### config.mk
export PLATFORM = sky130hd
export DESIGN_NAME = id_ex_stage_flat
export DESIGN_NICKNAME = d
export VERILOG_FILES = /design/src/rtl/id_ex_stage_pkg.sv /design/src/rtl/id_ex_stage_if.sv /design/src/rtl/id_ex_stage_hazard_fwd.sv /design/src/rtl/id_ex_stage.sv /design/src/flat_wrapper.sv
export SDC_FILE = /design/constraint.sdc
export NUM_CORES = 1
export LEC_CHECK = 0
export CELL_PAD_IN_SITES_DETAIL_PLACEMENT = 1
export CELL_PAD_IN_SITES_GLOBAL_PLACEMENT = 1
export CORE_AREA = 2 2 162 164
export CTS_BUF_LIST = sky130_fd_sc_hd__clkbuf_8
export CTS_CLUSTER_SIZE = 25
export DETAILED_ROUTE_END_ITERATION = 16
export DIE_AREA = 0 0 164 166
export GPL_TIMING_DRIVEN = 0
export PLACE_DENSITY = 0.92
export SLEW_MARGIN = 10
export SYNTH_ARGS = -nofsm -noshare
export SYNTH_HDL_FRONTEND = slang
export SYNTH_SLANG_ARGS = --single-unit
export TNS_END_PERCENT = 10
### constraint.sdc
create_clock -name clk -period 8.2 [get_ports clk]
set_clock_uncertainty 0.05 [all_clocks]
set_input_delay 1.23 -clock clk [delete_from_list [all_inputs] [get_ports clk]]
set_output_delay 1.23 -clock clk [all_outputs]
set_load 0.02 [all_outputs]
### src/rtl/id_ex_stage_pkg.sv
// id_ex_stage_pkg: shared widths, writeback/next-PC/ALU codes, EX register layout and forwarding pick
package id_ex_stage_pkg;
  localparam int XLEN = 32;
  localparam int RADDR_W = 5;
  localparam logic [1:0] WB_ALU = 2'b00, WB_DM = 2'b01, WB_PC4 = 2'b10, WB_IMM = 2'b11;
  localparam logic [2:0] NPC_PC4 = 3'b000, NPC_BR = 3'b001, NPC_JAL = 3'b010, NPC_JALR = 3'b011;
  localparam logic [2:0] ALU_ADD = 3'b000, ALU_SUB = 3'b001, ALU_AND = 3'b010, ALU_OR = 3'b011;
  localparam logic [2:0] ALU_XOR = 3'b100, ALU_SLL = 3'b101, ALU_SRL = 3'b110, ALU_SRA = 3'b111;
  typedef enum logic [1:0] {FWD_RF, FWD_EX, FWD_MEM, FWD_WB} fwd_e;
  typedef struct packed {
    logic               valid;
    logic [XLEN-1:0]    pc;
    logic [2:0]         npc_op;
    logic               brun;
    logic [2:0]         aluop;
    logic               dram_we;
    logic               branch;
    logic               npc_imm_sel;
    logic               rf_we;
    logic               alub_sel;
    logic [1:0]         wb_sel;
    logic [XLEN-1:0]    data_a;
    logic [XLEN-1:0]    rd2;
    logic [XLEN-1:0]    imm;
    logic [RADDR_W-1:0] waddr;
  } ex_t;
  function automatic ex_t bubble();
    bubble = '0;
    bubble.npc_op = NPC_PC4;
  endfunction
  // Youngest producer wins; x0 always reads the register file value.
  function automatic fwd_e fwd_pick(input logic [RADDR_W-1:0] rs, input logic ex_ok,
                                    input logic [RADDR_W-1:0] ex_waddr, input logic mem_we,
                                    input logic [RADDR_W-1:0] mem_waddr, input logic wb_we,
                                    input logic [RADDR_W-1:0] wb_waddr);
    return rs == '0 ? FWD_RF :
           (ex_ok && ex_waddr == rs) ? FWD_EX :
           (mem_we && mem_waddr == rs) ? FWD_MEM :
           (wb_we && wb_waddr == rs) ? FWD_WB : FWD_RF;
  endfunction
endpackage

### src/rtl/id_ex_stage_if.sv
// id_ex_stage_if: decode-side inputs, bypass sources and EX-stage outputs; counters exist under IDEX_PERF_CNT_EN
interface id_ex_stage_if;
  import id_ex_stage_pkg::*;
  logic [XLEN-1:0]    ID_pc, ID_dataA, ID_rd2, ID_imm;
  logic [2:0]         ID_npc_op, ID_aluop;
  logic               ID_brun, ID_dram_we, ID_branch, ID_npc_imm_sel, ID_rf_we, ID_alub_sel;
  logic [1:0]         ID_wb_sel;
  logic [RADDR_W-1:0] ID_waddr, ID_rs1, ID_rs2;
  logic               ID_rs1_rf, ID_rs2_rf;
  logic               MEM_rf_we, WB_rf_we, EX_flush;
  logic [RADDR_W-1:0] MEM_waddr, WB_waddr;
  logic [XLEN-1:0]    MEM_wdata, WB_wdata, EX_wdata;
  logic               pc_stall, ifid_stall, ifid_flush, EX_valid;
  logic [XLEN-1:0]    EX_pc, EX_dataA, EX_rd2, EX_imm;
  logic [2:0]         EX_npc_op, EX_aluop;
  logic [1:0]         EX_wb_sel;
  logic               EX_brun, EX_dram_we, EX_branch, EX_npc_imm_sel, EX_rf_we, EX_alub_sel;
  logic [RADDR_W-1:0] EX_waddr;
`ifdef IDEX_PERF_CNT_EN
  logic [31:0]        stall_cnt, flush_cnt;
`endif
  modport master (
    output ID_pc, ID_dataA, ID_rd2, ID_imm, ID_npc_op, ID_aluop, ID_brun, ID_dram_we, ID_branch,
           ID_npc_imm_sel, ID_rf_we, ID_alub_sel, ID_wb_sel, ID_waddr, ID_rs1, ID_rs2, ID_rs1_rf,
           ID_rs2_rf, MEM_rf_we, WB_rf_we, EX_flush, MEM_waddr, WB_waddr, MEM_wdata, WB_wdata, EX_wdata,
    input  pc_stall, ifid_stall, ifid_flush, EX_valid, EX_pc, EX_dataA, EX_rd2, EX_imm, EX_npc_op,
           EX_aluop, EX_wb_sel, EX_brun, EX_dram_we, EX_branch, EX_npc_imm_sel, EX_rf_we, EX_alub_sel,
`ifdef IDEX_PERF_CNT_EN
           stall_cnt, flush_cnt,
`endif
           EX_waddr
  );
  modport slave (
    input  ID_pc, ID_dataA, ID_rd2, ID_imm, ID_npc_op, ID_aluop, ID_brun, ID_dram_we, ID_branch,
           ID_npc_imm_sel, ID_rf_we, ID_alub_sel, ID_wb_sel, ID_waddr, ID_rs1, ID_rs2, ID_rs1_rf,
           ID_rs2_rf, MEM_rf_we, WB_rf_we, EX_flush, MEM_waddr, WB_waddr, MEM_wdata, WB_wdata, EX_wdata,
    output pc_stall, ifid_stall, ifid_flush, EX_valid, EX_pc, EX_dataA, EX_rd2, EX_imm, EX_npc_op,
           EX_aluop, EX_wb_sel, EX_brun, EX_dram_we, EX_branch, EX_npc_imm_sel, EX_rf_we, EX_alub_sel,
`ifdef IDEX_PERF_CNT_EN
           stall_cnt, flush_cnt,
`endif
           EX_waddr
  );
endinterface

### src/rtl/id_ex_stage_hazard_fwd.sv
// hazard_fwd: combinational operand-source selection, load-use detection and stall/flush requests
module hazard_fwd
  import id_ex_stage_pkg::*;
(
  input  logic               ex_valid_i,
  input  logic               ex_rf_we_i,
  input  logic [1:0]         ex_wb_sel_i,
  input  logic [RADDR_W-1:0] ex_waddr_i,
  input  logic               mem_rf_we_i,
  input  logic [RADDR_W-1:0] mem_waddr_i,
  input  logic               wb_rf_we_i,
  input  logic [RADDR_W-1:0] wb_waddr_i,
  input  logic [RADDR_W-1:0] rs1_i,
  input  logic [RADDR_W-1:0] rs2_i,
  input  logic               rs1_rf_i,
  input  logic               rs2_rf_i,
  input  logic               ex_flush_i,
  output fwd_e               fwd1_sel_o,
  output fwd_e               fwd2_sel_o,
  output logic               luse_o,
  output logic               pc_stall_o,
  output logic               ifid_stall_o,
  output logic               ifid_flush_o
);
  logic ex_wr, ex_ok, ex_ld;
  // A load in EX has no result yet, so it may only stall, never bypass.
  always_comb begin
    ex_wr = ex_valid_i && ex_rf_we_i;
    ex_ok = ex_wr && ex_wb_sel_i != WB_DM;
    ex_ld = ex_wr && ex_wb_sel_i == WB_DM && ex_waddr_i != '0;
    fwd1_sel_o = fwd_pick(rs1_i, ex_ok, ex_waddr_i, mem_rf_we_i, mem_waddr_i, wb_rf_we_i, wb_waddr_i);
    fwd2_sel_o = fwd_pick(rs2_i, ex_ok, ex_waddr_i, mem_rf_we_i, mem_waddr_i, wb_rf_we_i, wb_waddr_i);
    luse_o = ex_ld && ((rs1_rf_i && ex_waddr_i == rs1_i) || (rs2_rf_i && ex_waddr_i == rs2_i));
    pc_stall_o = luse_o && !ex_flush_i;
    ifid_stall_o = pc_stall_o;
    ifid_flush_o = ex_flush_i;
  end
endmodule

### src/rtl/id_ex_stage.sv
// id_ex_stage: ID/EX pipeline register with operand bypass, load-use bubble and EX flush; IDEX_PERF_CNT_EN adds stall/flush counters
module id_ex_stage
  import id_ex_stage_pkg::*;
(
  input  logic         clk,
  input  logic         rst,
  id_ex_stage_if.slave bus
);
  fwd_e            fwd1_sel, fwd2_sel;
  logic            luse;
  logic [XLEN-1:0] op_a, op_b;
  ex_t             ex_q, ex_d;
  hazard_fwd u_hazard_fwd (
    .ex_valid_i  (ex_q.valid),
    .ex_rf_we_i  (ex_q.rf_we),
    .ex_wb_sel_i (ex_q.wb_sel),
    .ex_waddr_i  (ex_q.waddr),
    .mem_rf_we_i (bus.MEM_rf_we),
    .mem_waddr_i (bus.MEM_waddr),
    .wb_rf_we_i  (bus.WB_rf_we),
    .wb_waddr_i  (bus.WB_waddr),
    .rs1_i       (bus.ID_rs1),
    .rs2_i       (bus.ID_rs2),
    .rs1_rf_i    (bus.ID_rs1_rf),
    .rs2_rf_i    (bus.ID_rs2_rf),
    .ex_flush_i  (bus.EX_flush),
    .fwd1_sel_o  (fwd1_sel),
    .fwd2_sel_o  (fwd2_sel),
    .luse_o      (luse),
    .pc_stall_o  (bus.pc_stall),
    .ifid_stall_o(bus.ifid_stall),
    .ifid_flush_o(bus.ifid_flush)
  );
  // Bypassed operands, then either the decoded instruction or a bubble (flush or load-use).
  always_comb begin
    op_a = fwd1_sel == FWD_EX ? bus.EX_wdata : fwd1_sel == FWD_MEM ? bus.MEM_wdata :
           fwd1_sel == FWD_WB ? bus.WB_wdata : bus.ID_dataA;
    op_b = fwd2_sel == FWD_EX ? bus.EX_wdata : fwd2_sel == FWD_MEM ? bus.MEM_wdata :
           fwd2_sel == FWD_WB ? bus.WB_wdata : bus.ID_rd2;
    ex_d = bubble();
    if (!bus.EX_flush && !luse)
      ex_d = '{valid: 1'b1, pc: bus.ID_pc, npc_op: bus.ID_npc_op, brun: bus.ID_brun,
               aluop: bus.ID_aluop, dram_we: bus.ID_dram_we, branch: bus.ID_branch,
               npc_imm_sel: bus.ID_npc_imm_sel, rf_we: bus.ID_rf_we, alub_sel: bus.ID_alub_sel,
               wb_sel: bus.ID_wb_sel, data_a: op_a, rd2: op_b, imm: bus.ID_imm, waddr: bus.ID_waddr};
  end
  // EX register bank.
  always_ff @(posedge clk or posedge rst)
    if (rst) ex_q <= bubble();
    else ex_q <= ex_d;
  assign bus.EX_valid       = ex_q.valid;
  assign bus.EX_pc          = ex_q.pc;
  assign bus.EX_npc_op      = ex_q.npc_op;
  assign bus.EX_brun        = ex_q.brun;
  assign bus.EX_aluop       = ex_q.aluop;
  assign bus.EX_dram_we     = ex_q.dram_we;
  assign bus.EX_branch      = ex_q.branch;
  assign bus.EX_npc_imm_sel = ex_q.npc_imm_sel;
  assign bus.EX_rf_we       = ex_q.rf_we;
  assign bus.EX_alub_sel    = ex_q.alub_sel;
  assign bus.EX_wb_sel      = ex_q.wb_sel;
  assign bus.EX_dataA       = ex_q.data_a;
  assign bus.EX_rd2         = ex_q.rd2;
  assign bus.EX_imm         = ex_q.imm;
  assign bus.EX_waddr       = ex_q.waddr;
`ifdef IDEX_PERF_CNT_EN
  logic [31:0] stall_cnt_q, flush_cnt_q;
  // Saturating event counters.
  always_ff @(posedge clk or posedge rst)
    if (rst) begin
      stall_cnt_q <= '0;
      flush_cnt_q <= '0;
    end else begin
      if (bus.pc_stall && stall_cnt_q != '1) stall_cnt_q <= stall_cnt_q + 32'd1;
      if (bus.EX_flush && flush_cnt_q != '1) flush_cnt_q <= flush_cnt_q + 32'd1;
    end
  assign bus.stall_cnt = stall_cnt_q;
  assign bus.flush_cnt = flush_cnt_q;
`endif
endmodule

### src/flat_wrapper.sv
// flat-port wrapper written by rule: the top's interface ports become plain ports
module id_ex_stage_flat import id_ex_stage_pkg::*;
  (clk, rst, bus_ID_pc, bus_ID_dataA, bus_ID_rd2, bus_ID_imm, bus_ID_npc_op, bus_ID_aluop, bus_ID_brun, bus_ID_dram_we, bus_ID_branch, bus_ID_npc_imm_sel, bus_ID_rf_we, bus_ID_alub_sel, bus_ID_wb_sel, bus_ID_waddr, bus_ID_rs1, bus_ID_rs2, bus_ID_rs1_rf, bus_ID_rs2_rf, bus_MEM_rf_we, bus_WB_rf_we, bus_EX_flush, bus_MEM_waddr, bus_WB_waddr, bus_MEM_wdata, bus_WB_wdata, bus_EX_wdata, bus_pc_stall, bus_ifid_stall, bus_ifid_flush, bus_EX_valid, bus_EX_pc, bus_EX_dataA, bus_EX_rd2, bus_EX_imm, bus_EX_npc_op, bus_EX_aluop, bus_EX_wb_sel, bus_EX_brun, bus_EX_dram_we, bus_EX_branch, bus_EX_npc_imm_sel, bus_EX_rf_we, bus_EX_alub_sel, bus_EX_waddr);
  id_ex_stage_if bus_i ();
  input  logic clk;
  input  logic rst;
  input wire logic [$bits(bus_i.ID_pc)-1:0] bus_ID_pc;
  input wire logic [$bits(bus_i.ID_dataA)-1:0] bus_ID_dataA;
  input wire logic [$bits(bus_i.ID_rd2)-1:0] bus_ID_rd2;
  input wire logic [$bits(bus_i.ID_imm)-1:0] bus_ID_imm;
  input wire logic [$bits(bus_i.ID_npc_op)-1:0] bus_ID_npc_op;
  input wire logic [$bits(bus_i.ID_aluop)-1:0] bus_ID_aluop;
  input wire logic [$bits(bus_i.ID_brun)-1:0] bus_ID_brun;
  input wire logic [$bits(bus_i.ID_dram_we)-1:0] bus_ID_dram_we;
  input wire logic [$bits(bus_i.ID_branch)-1:0] bus_ID_branch;
  input wire logic [$bits(bus_i.ID_npc_imm_sel)-1:0] bus_ID_npc_imm_sel;
  input wire logic [$bits(bus_i.ID_rf_we)-1:0] bus_ID_rf_we;
  input wire logic [$bits(bus_i.ID_alub_sel)-1:0] bus_ID_alub_sel;
  input wire logic [$bits(bus_i.ID_wb_sel)-1:0] bus_ID_wb_sel;
  input wire logic [$bits(bus_i.ID_waddr)-1:0] bus_ID_waddr;
  input wire logic [$bits(bus_i.ID_rs1)-1:0] bus_ID_rs1;
  input wire logic [$bits(bus_i.ID_rs2)-1:0] bus_ID_rs2;
  input wire logic [$bits(bus_i.ID_rs1_rf)-1:0] bus_ID_rs1_rf;
  input wire logic [$bits(bus_i.ID_rs2_rf)-1:0] bus_ID_rs2_rf;
  input wire logic [$bits(bus_i.MEM_rf_we)-1:0] bus_MEM_rf_we;
  input wire logic [$bits(bus_i.WB_rf_we)-1:0] bus_WB_rf_we;
  input wire logic [$bits(bus_i.EX_flush)-1:0] bus_EX_flush;
  input wire logic [$bits(bus_i.MEM_waddr)-1:0] bus_MEM_waddr;
  input wire logic [$bits(bus_i.WB_waddr)-1:0] bus_WB_waddr;
  input wire logic [$bits(bus_i.MEM_wdata)-1:0] bus_MEM_wdata;
  input wire logic [$bits(bus_i.WB_wdata)-1:0] bus_WB_wdata;
  input wire logic [$bits(bus_i.EX_wdata)-1:0] bus_EX_wdata;
  output wire logic [$bits(bus_i.pc_stall)-1:0] bus_pc_stall;
  output wire logic [$bits(bus_i.ifid_stall)-1:0] bus_ifid_stall;
  output wire logic [$bits(bus_i.ifid_flush)-1:0] bus_ifid_flush;
  output wire logic [$bits(bus_i.EX_valid)-1:0] bus_EX_valid;
  output wire logic [$bits(bus_i.EX_pc)-1:0] bus_EX_pc;
  output wire logic [$bits(bus_i.EX_dataA)-1:0] bus_EX_dataA;
  output wire logic [$bits(bus_i.EX_rd2)-1:0] bus_EX_rd2;
  output wire logic [$bits(bus_i.EX_imm)-1:0] bus_EX_imm;
  output wire logic [$bits(bus_i.EX_npc_op)-1:0] bus_EX_npc_op;
  output wire logic [$bits(bus_i.EX_aluop)-1:0] bus_EX_aluop;
  output wire logic [$bits(bus_i.EX_wb_sel)-1:0] bus_EX_wb_sel;
  output wire logic [$bits(bus_i.EX_brun)-1:0] bus_EX_brun;
  output wire logic [$bits(bus_i.EX_dram_we)-1:0] bus_EX_dram_we;
  output wire logic [$bits(bus_i.EX_branch)-1:0] bus_EX_branch;
  output wire logic [$bits(bus_i.EX_npc_imm_sel)-1:0] bus_EX_npc_imm_sel;
  output wire logic [$bits(bus_i.EX_rf_we)-1:0] bus_EX_rf_we;
  output wire logic [$bits(bus_i.EX_alub_sel)-1:0] bus_EX_alub_sel;
  output wire logic [$bits(bus_i.EX_waddr)-1:0] bus_EX_waddr;
  assign bus_i.ID_pc = bus_ID_pc;
  assign bus_i.ID_dataA = bus_ID_dataA;
  assign bus_i.ID_rd2 = bus_ID_rd2;
  assign bus_i.ID_imm = bus_ID_imm;
  assign bus_i.ID_npc_op = bus_ID_npc_op;
  assign bus_i.ID_aluop = bus_ID_aluop;
  assign bus_i.ID_brun = bus_ID_brun;
  assign bus_i.ID_dram_we = bus_ID_dram_we;
  assign bus_i.ID_branch = bus_ID_branch;
  assign bus_i.ID_npc_imm_sel = bus_ID_npc_imm_sel;
  assign bus_i.ID_rf_we = bus_ID_rf_we;
  assign bus_i.ID_alub_sel = bus_ID_alub_sel;
  assign bus_i.ID_wb_sel = bus_ID_wb_sel;
  assign bus_i.ID_waddr = bus_ID_waddr;
  assign bus_i.ID_rs1 = bus_ID_rs1;
  assign bus_i.ID_rs2 = bus_ID_rs2;
  assign bus_i.ID_rs1_rf = bus_ID_rs1_rf;
  assign bus_i.ID_rs2_rf = bus_ID_rs2_rf;
  assign bus_i.MEM_rf_we = bus_MEM_rf_we;
  assign bus_i.WB_rf_we = bus_WB_rf_we;
  assign bus_i.EX_flush = bus_EX_flush;
  assign bus_i.MEM_waddr = bus_MEM_waddr;
  assign bus_i.WB_waddr = bus_WB_waddr;
  assign bus_i.MEM_wdata = bus_MEM_wdata;
  assign bus_i.WB_wdata = bus_WB_wdata;
  assign bus_i.EX_wdata = bus_EX_wdata;
  assign bus_pc_stall = bus_i.pc_stall;
  assign bus_ifid_stall = bus_i.ifid_stall;
  assign bus_ifid_flush = bus_i.ifid_flush;
  assign bus_EX_valid = bus_i.EX_valid;
  assign bus_EX_pc = bus_i.EX_pc;
  assign bus_EX_dataA = bus_i.EX_dataA;
  assign bus_EX_rd2 = bus_i.EX_rd2;
  assign bus_EX_imm = bus_i.EX_imm;
  assign bus_EX_npc_op = bus_i.EX_npc_op;
  assign bus_EX_aluop = bus_i.EX_aluop;
  assign bus_EX_wb_sel = bus_i.EX_wb_sel;
  assign bus_EX_brun = bus_i.EX_brun;
  assign bus_EX_dram_we = bus_i.EX_dram_we;
  assign bus_EX_branch = bus_i.EX_branch;
  assign bus_EX_npc_imm_sel = bus_i.EX_npc_imm_sel;
  assign bus_EX_rf_we = bus_i.EX_rf_we;
  assign bus_EX_alub_sel = bus_i.EX_alub_sel;
  assign bus_EX_waddr = bus_i.EX_waddr;
  id_ex_stage u_core (.clk(clk), .rst(rst), .bus(bus_i));
endmodule
==> results of run 1 <==
## worst max-delay path: stages
cell and delay [ns]:
clkdlybuf4s50_1 0.61, xnor2_1 0.17, nand3_1 0.17, o22ai_1 0.27
nand2_1 0.09, nor2_1 0.17, buf_4 0.14, clkdlybuf4s50_1 0.59
## placed cells by master, fill, tap and decap left out, types with 3 or more instances in the layout
cell type          n
or2_0             13
xnor2_1           18
xor2_1            12
a22oi_1           15
clkbuf_8          17
o22ai_1            3
a21oi_1           63
nand2_1           36
and2_1            86
nand3_1            4
inv_8              6
buf_6              6
a221oi_2          19
clkinvlp_4         3
buf_2             15
inv_6              4
nor2b_1           13
dfrtp_1          148
o32ai_1           12
buf_4              6
o21ai_1            4
clkdlybuf4s50_1  419
a31oi_1           15
o21ai_0           61
a32o_1            19
clkbuf_1          29
nor2_1            23
a2bb2oi_1         17
## worst max path at each step
stage / startpoint / endpoint / slack, ns / cells past startpoint
floorplan: rst / u_core.bus.EX_alub_sel$_DFF_PP0_ / 2.94 / 1
global placement: rst / u_core.bus.EX_dataA[21]$_DFF_PP0_ / 0.64 / 2
detailed placement: bus_ID_rs1[3] / bus_pc_stall / 3.49 / 8
CTS: bus_ID_rs1[3] / bus_pc_stall / 3.50 / 8
global route: bus_ID_rs1[3] / bus_pc_stall / 3.41 / 8
finish: bus_ID_rs1[3] / bus_pc_stall / 3.49 / 8
## cells by family (layout without fill, tap and decap cells)
| family | count (synthesis) | after routing | share of synthesized area |
|---|---|---|---|
| simple gates | 197 | 197 | 0.164 |
| compound gates | 231 | 231 | 0.230 |
| mux | 1 | 1 | 0.00142 |
| other cells | 0 | 2 | 0 |
| buf+inv | 59 | 511 | 0.0437 |
| flops | 148 | 148 | 0.524 |
| xor+xnor | 30 | 30 | 0.0371 |
## layout make-up
cell class / count / area (um2) / area share
Inverter: 1 / 11.3 / 0.000928
Timing Repair Buffer: 420 / 4220 / 0.348
Antenna cell: 2 / 5.00 / 0.000412
Clock buffer: 17 / 234 / 0.0193
Buffer: 58 / 305 / 0.0252
Clock inverter: 15 / 176 / 0.0145
Sequential cell: 148 / 3700 / 0.305
Tap cell: 335 / 419 / 0.0345
Multi-Input combinational cell: 459 / 3060 / 0.252
## power by group
| group | leakage (nW) | total (mW) | switching, mW | internal [mW] |
|---|---|---|---|---|
| clock | 0.199 | 0.626 | 0.367 | 0.259 |
| sequential | 1.91 | 0.786 | 0.0157 | 0.770 |
| combinational | 2.68 | 0.441 | 0.204 | 0.237 |
| total | 4.79 | 1.85 | 0.586 | 1.27 |
## metrics by stage
| stage | cell area [um2] | hold slack (ns) | std cells | utilization |
|---|---|---|---|---|
| 3_3_place_gp | 11700 | 1.01 | 1420 | 0.456 |
| 5_1_grt | 12100 | 1.12 | 1455 | 0.474 |
| 3_5_place_dp | 11700 | 1.02 | 1421 | 0.458 |
| 4_1_cts | 12100 | 1.05 | 1453 | 0.474 |
| 2_1_floorplan | 7070 | 0.995 | 666 | - |
| 6_report | 12100 | 1.04 | 1455 | 0.474 |
## flip-flops by register name (all words and copies together), names as in the netlist
name	flops
u_core.bus.EX_dataA	32
u_core.bus.EX_imm	32
u_core.bus.EX_pc	32
u_core.bus.EX_rd2	32
u_core.bus.EX_waddr	5
u_core.bus.EX_aluop	3
u_core.bus.EX_npc_op	3
u_core.bus.EX_wb_sel	2
u_core.bus.EX_alub_sel	1
u_core.bus.EX_branch	1
u_core.bus.EX_brun	1
u_core.bus.EX_dram_we	1
u_core.bus.EX_npc_imm_sel	1
u_core.bus.EX_rf_we	1
u_core.bus.EX_valid	1
## routing by layer
metal | global-route usage | routed length, um | vias up
met2 | 0.488 | 19200 | 436
met5 | 0 | 12 | -
met1 | 0.286 | 13200 | 3707
met3 | 0.102 | 3490 | 92
met4 | 0.124 | 1640 | 2
li1 | - | - | 3268
==> impl_metrics.env, run 1 <==
export IMPL_initial_utilization=0.276
export IMPL_ys_ff_latch=148
export IMPL_dpl_hpwl_mm=28.9
export IMPL_worst_path_max_fanout=4
export IMPL_min_period_over_period=0.575
export IMPL_cts_sinks=148
export IMPL_avgRoutedWirePerCell_um=25.8
export IMPL_r2r_end="u_core.bus.EX_dataA[3]$_DFF_PP0_"
export IMPL_worst_hold_path_num_cells=5
export IMPL_yosysMostFrequentCell="dfrtp_1"
export IMPL_hold_violations=0
export IMPL_drive_above_1_share=0.0850
export IMPL_worstHoldStart="u_core.bus.EX_valid$_DFF_PP0_"
export IMPL_ir_worst_vdd_mv=0.120
export IMPL_max_freq_mhz=212
export IMPL_detail_route_antenna_nets=0
export IMPL_yosysTopAreaCellShare=0.524
export IMPL_io_buffers=419
export IMPL_hold_class="reg2reg"
export IMPL_cts_setup_buffers=0
export IMPL_syn_num_nets=936
export IMPL_h_tree_depth=4
export IMPL_syn_avg_cell_area_um2=10.6
export IMPL_path_class="in2out"
export IMPL_area_growth_pct=71.6
export IMPL_synth_top_cell_by_area="dfrtp_1"
export IMPL_ios=421
export IMPL_required_ns=6.92
export IMPL_die_x_um=164
export IMPL_cts_buffers=17
export IMPL_status="finished clean"
export IMPL_clk_insertion_delay_late_ns=0.45
export IMPL_rows=59
export IMPL_layout_nets=1375
export IMPL_grt_pass1_wl_mm=54.5
export IMPL_fin_setup_tns_ns=0
export IMPL_post_drt_via_cell_ratio=5.16
export IMPL_place_gp_congestion=0.918
export IMPL_critPathCaptureType="output pin"
export IMPL_rrSetupSlack_ns=5.43
export IMPL_p_leak_nw=4.79
export IMPL_clk_pin_slew_worst_paths_ns=0.11
export IMPL_wl_mm=37.6
export IMPL_post_cts_resize_count=0
export IMPL_pre_cts_ws_ns=3.49
export IMPL_drt_first_pass_iters=6
export IMPL_ys_seq_area_frac=0.524
export IMPL_rr_worst_depth=7
export IMPL_num_fill_cells=2832
export IMPL_relSlewSlack=0.372
export IMPL_cts_tree="done"
export IMPL_yosys_top_cells_area="dfrtp_1, and2_1, a21oi_1"
export IMPL_final_max_slew_viol_count=0
export IMPL_reg2reg_from="u_core.bus.EX_waddr[1]$_DFF_PP0_"
export IMPL_synth_edf_count=0
export IMPL_fin_total_pwr_mw=1.85
export IMPL_overflow=0
export IMPL_clk_path_buf_depth=2
export IMPL_power_density_nw_per_um2=153
export IMPL_tightest_slew_ns=0.942
export IMPL_cts_root_buffer="clkbuf_8"
export IMPL_grt_start_max_net_pins=82
export IMPL_drc_errors=0
export IMPL_fin_crit_ns=4.71
export IMPL_setup_viol=0
export IMPL_cts_hold_buf=0
export IMPL_antenna_found_initial=4
export IMPL_rsz0062_at_grt="no"
export IMPL_postSynth_asyncResetShare=1.00
export IMPL_drt_initial_drc_count=521
export IMPL_coreArea_um2=25600
export IMPL_grt_usage=0.275
export IMPL_die_y_um=166
export IMPL_syn_cell_area_um2=7070
export IMPL_synth_cell_types=47
export IMPL_synth_commonest_cells="dfrtp_1, and2_1, a21oi_1"
export IMPL_startpoint_type="primary input"
export IMPL_layout_setup_ws_ns=3.49
export IMPL_grt_pass1_vias=8645
export IMPL_cp_arrival_ns=3.43
export IMPL_via_count=7505
export IMPL_drv_cap=0
export IMPL_syn_instance_count=666
export IMPL_dieArea_um2=27200
export IMPL_yosys_warnings=0
export IMPL_ys_flop_type="dfrtp_1"
export IMPL_min_to="u_core.bus.EX_dataA[0]$_DFF_PP0_"
No activity file was read; power rests on OpenSTA's default activity.
==> inputs of run 2 (changes only) <==
Settings changed: CORE_AREA 2 2 162 164 to not set, CORE_MARGIN set to 2, CORE_UTILIZATION set to 25, DIE_AREA 0 0 164 166 to not set, PLACE_DENSITY 0.92 to 0.88.
Clock period 8.2 ns to 4 ns, I/O delays scaled along.
==> impl_metrics.env, run 2 (same netlist as run 1, synthesis figures left out) <==
export IMPL_area_growth_pct=73.2
export IMPL_area_sequential_um2=3700
export IMPL_avgRoutedWirePerCell_um=24.6
export IMPL_tightest_slew_ns=0.950
export IMPL_drive_above_1_share=0.0848
export IMPL_grtUsageMet3=0.0900
export IMPL_top_usage_layer="met2"
export IMPL_grtUsageMet1=0.259
export IMPL_layout_common_cells="clkdlybuf4s50_1, dfrtp_1, and2_1"
export IMPL_reg2reg_from="u_core.bus.EX_waddr[3]$_DFF_PP0_"
export IMPL_cts_tree="done"
export IMPL_path_class="in2out"
export IMPL_cp_arrival_ns=2.81
export IMPL_ir_worst_vdd_mv=0.178
export IMPL_clk_path_buf_depth=2
export IMPL_startpoint_type="primary input"
export IMPL_io_buffers=419
export IMPL_placed_area_um2=11800
export IMPL_initial_utilization=0.254
export IMPL_hold_class="in2async"
export IMPL_clk_insertion_delay_late_ns=0.46
export IMPL_setup_viol=0
export IMPL_cts_hold_buf=0
export IMPL_r2r_end="u_core.bus.EX_dataA[13]$_DFF_PP0_"
export IMPL_cts_root_buffer="clkbuf_8"
export IMPL_fin_setup_tns_ns=0
export IMPL_wl_mm=36.9
export IMPL_post_drt_via_cell_ratio=5.06
export IMPL_multi_input_area_um2=3060
export IMPL_fin_crit_ns=3.46
export IMPL_ios=421
export IMPL_num_fill_cells=3091
export IMPL_hold_violations=0
export IMPL_p_leak_nw=4.82
export IMPL_die_x_um=172
export IMPL_place_gp_congestion=0.888
export IMPL_required_ns=3.35
export IMPL_drc_errors=0
export IMPL_rsz0062_at_grt="no"
export IMPL_min_period_over_period=0.866
export IMPL_max_freq_mhz=289
export IMPL_rr_worst_depth=7
export IMPL_grt_usage=0.248
export IMPL_use_met2=0.440
export IMPL_final_max_slew_viol_count=0
export IMPL_cts_buffers=17
export IMPL_layout_nets=1378
export IMPL_grt_start_max_net_pins=40
export IMPL_antenna_found_initial=4
export IMPL_dpl_hpwl_mm=28.5
export IMPL_clk_pin_slew_worst_paths_ns=0.09
export IMPL_cts_setup_buffers=0
export IMPL_worst_path_max_fanout=4
export IMPL_final_area_um2=12300
export IMPL_h_tree_depth=4
export IMPL_grt_pass1_wl_mm=53.1
export IMPL_cts_sinks=148
export IMPL_rows=61
export IMPL_post_cts_resize_count=0
export IMPL_overflow=0
export IMPL_coreArea_um2=27900
export IMPL_die_y_um=172
export IMPL_status="finished clean"
export IMPL_grt_pass1_vias=8549
export IMPL_layout_commonest_cell="clkdlybuf4s50_1"
export IMPL_drv_cap=0
export IMPL_power_density_nw_per_um2=311
export IMPL_dieArea_um2=29700
export IMPL_drt_first_pass_iters=5
export IMPL_detail_route_antenna_nets=0
export IMPL_relSlewSlack=0.367
export IMPL_via_count=7586
export IMPL_critPathCaptureType="output pin"
export IMPL_rrSetupSlack_ns=1.13
export IMPL_drt_initial_drc_count=492
export IMPL_postLayoutCoreUtil=0.440
-- run 2: worst max path at each step --
stage                                   endpoint  slack (ns)  depth (start not counted)           from
2_1_floorplan   u_core.bus.EX_alub_sel$_DFF_PP0_        1.49                          1            rst
3_3_place_gp    u_core.bus.EX_dataA[1]$_DFF_PP0_        0.16                          2            rst
3_5_place_dp   u_core.bus.EX_dataA[13]$_DFF_PP0_        0.41                          8  bus_ID_rs1[3]
4_1_cts                             bus_pc_stall        0.50                          8  bus_ID_rs1[3]
5_1_grt                             bus_pc_stall        0.42                          8  bus_ID_rs1[3]
6_report                            bus_pc_stall        0.54                          8  bus_ID_rs1[3]
-- run 2: layer usage --
metal  share of wire  routed length [um]
met3            0.10                3780
met1            0.35               12900
met5         0.00068                  25
met2            0.51               18800
met4           0.039                1440
-- run 2: through the flow --
step,power [mW],setup WS [ns],instances,hold WS [ns]
after floorplan,1.96,1.49,666,0.679
after global placement,2.52,0.159,1463,1.03
after detailed placement,2.55,0.406,1467,1.03
after CTS,3.86,0.504,1498,0.516
after global routing,3.98,0.415,1500,0.548
final,3.82,0.535,1500,0.533
-- run 2: power by group --
part           switching [mW]  total [mW]  internal (mW)  leakage [nW]
Combinational           0.416       0.908          0.492          2.70
Sequential             0.0331        1.61           1.58          1.91
Clock                   0.648        1.30          0.649         0.207
Total                    1.10        3.82           2.72          4.82
-- run 2: area by class of cell --
class                           instances  share of cell area
Tap cell                              378              0.0386
Clock inverter                         12              0.0127
Sequential cell                       148               0.302
Timing Repair Buffer                  423               0.349
Antenna cell                            2            0.000408
Multi-Input combinational cell        459               0.250
Inverter                                1            0.000613
Buffer                                 58              0.0249
Clock buffer                           19              0.0213
-- run 2: worst max-delay path, stage by stage --
cell and delay [ns]:
clkdlybuf4s50_1 0.60, xnor2_1 0.16, nand3_1 0.17, o22ai_1 0.26, nand2_1 0.08, nor2_1 0.19
buf_4 0.15, clkdlybuf4s50_1 0.61
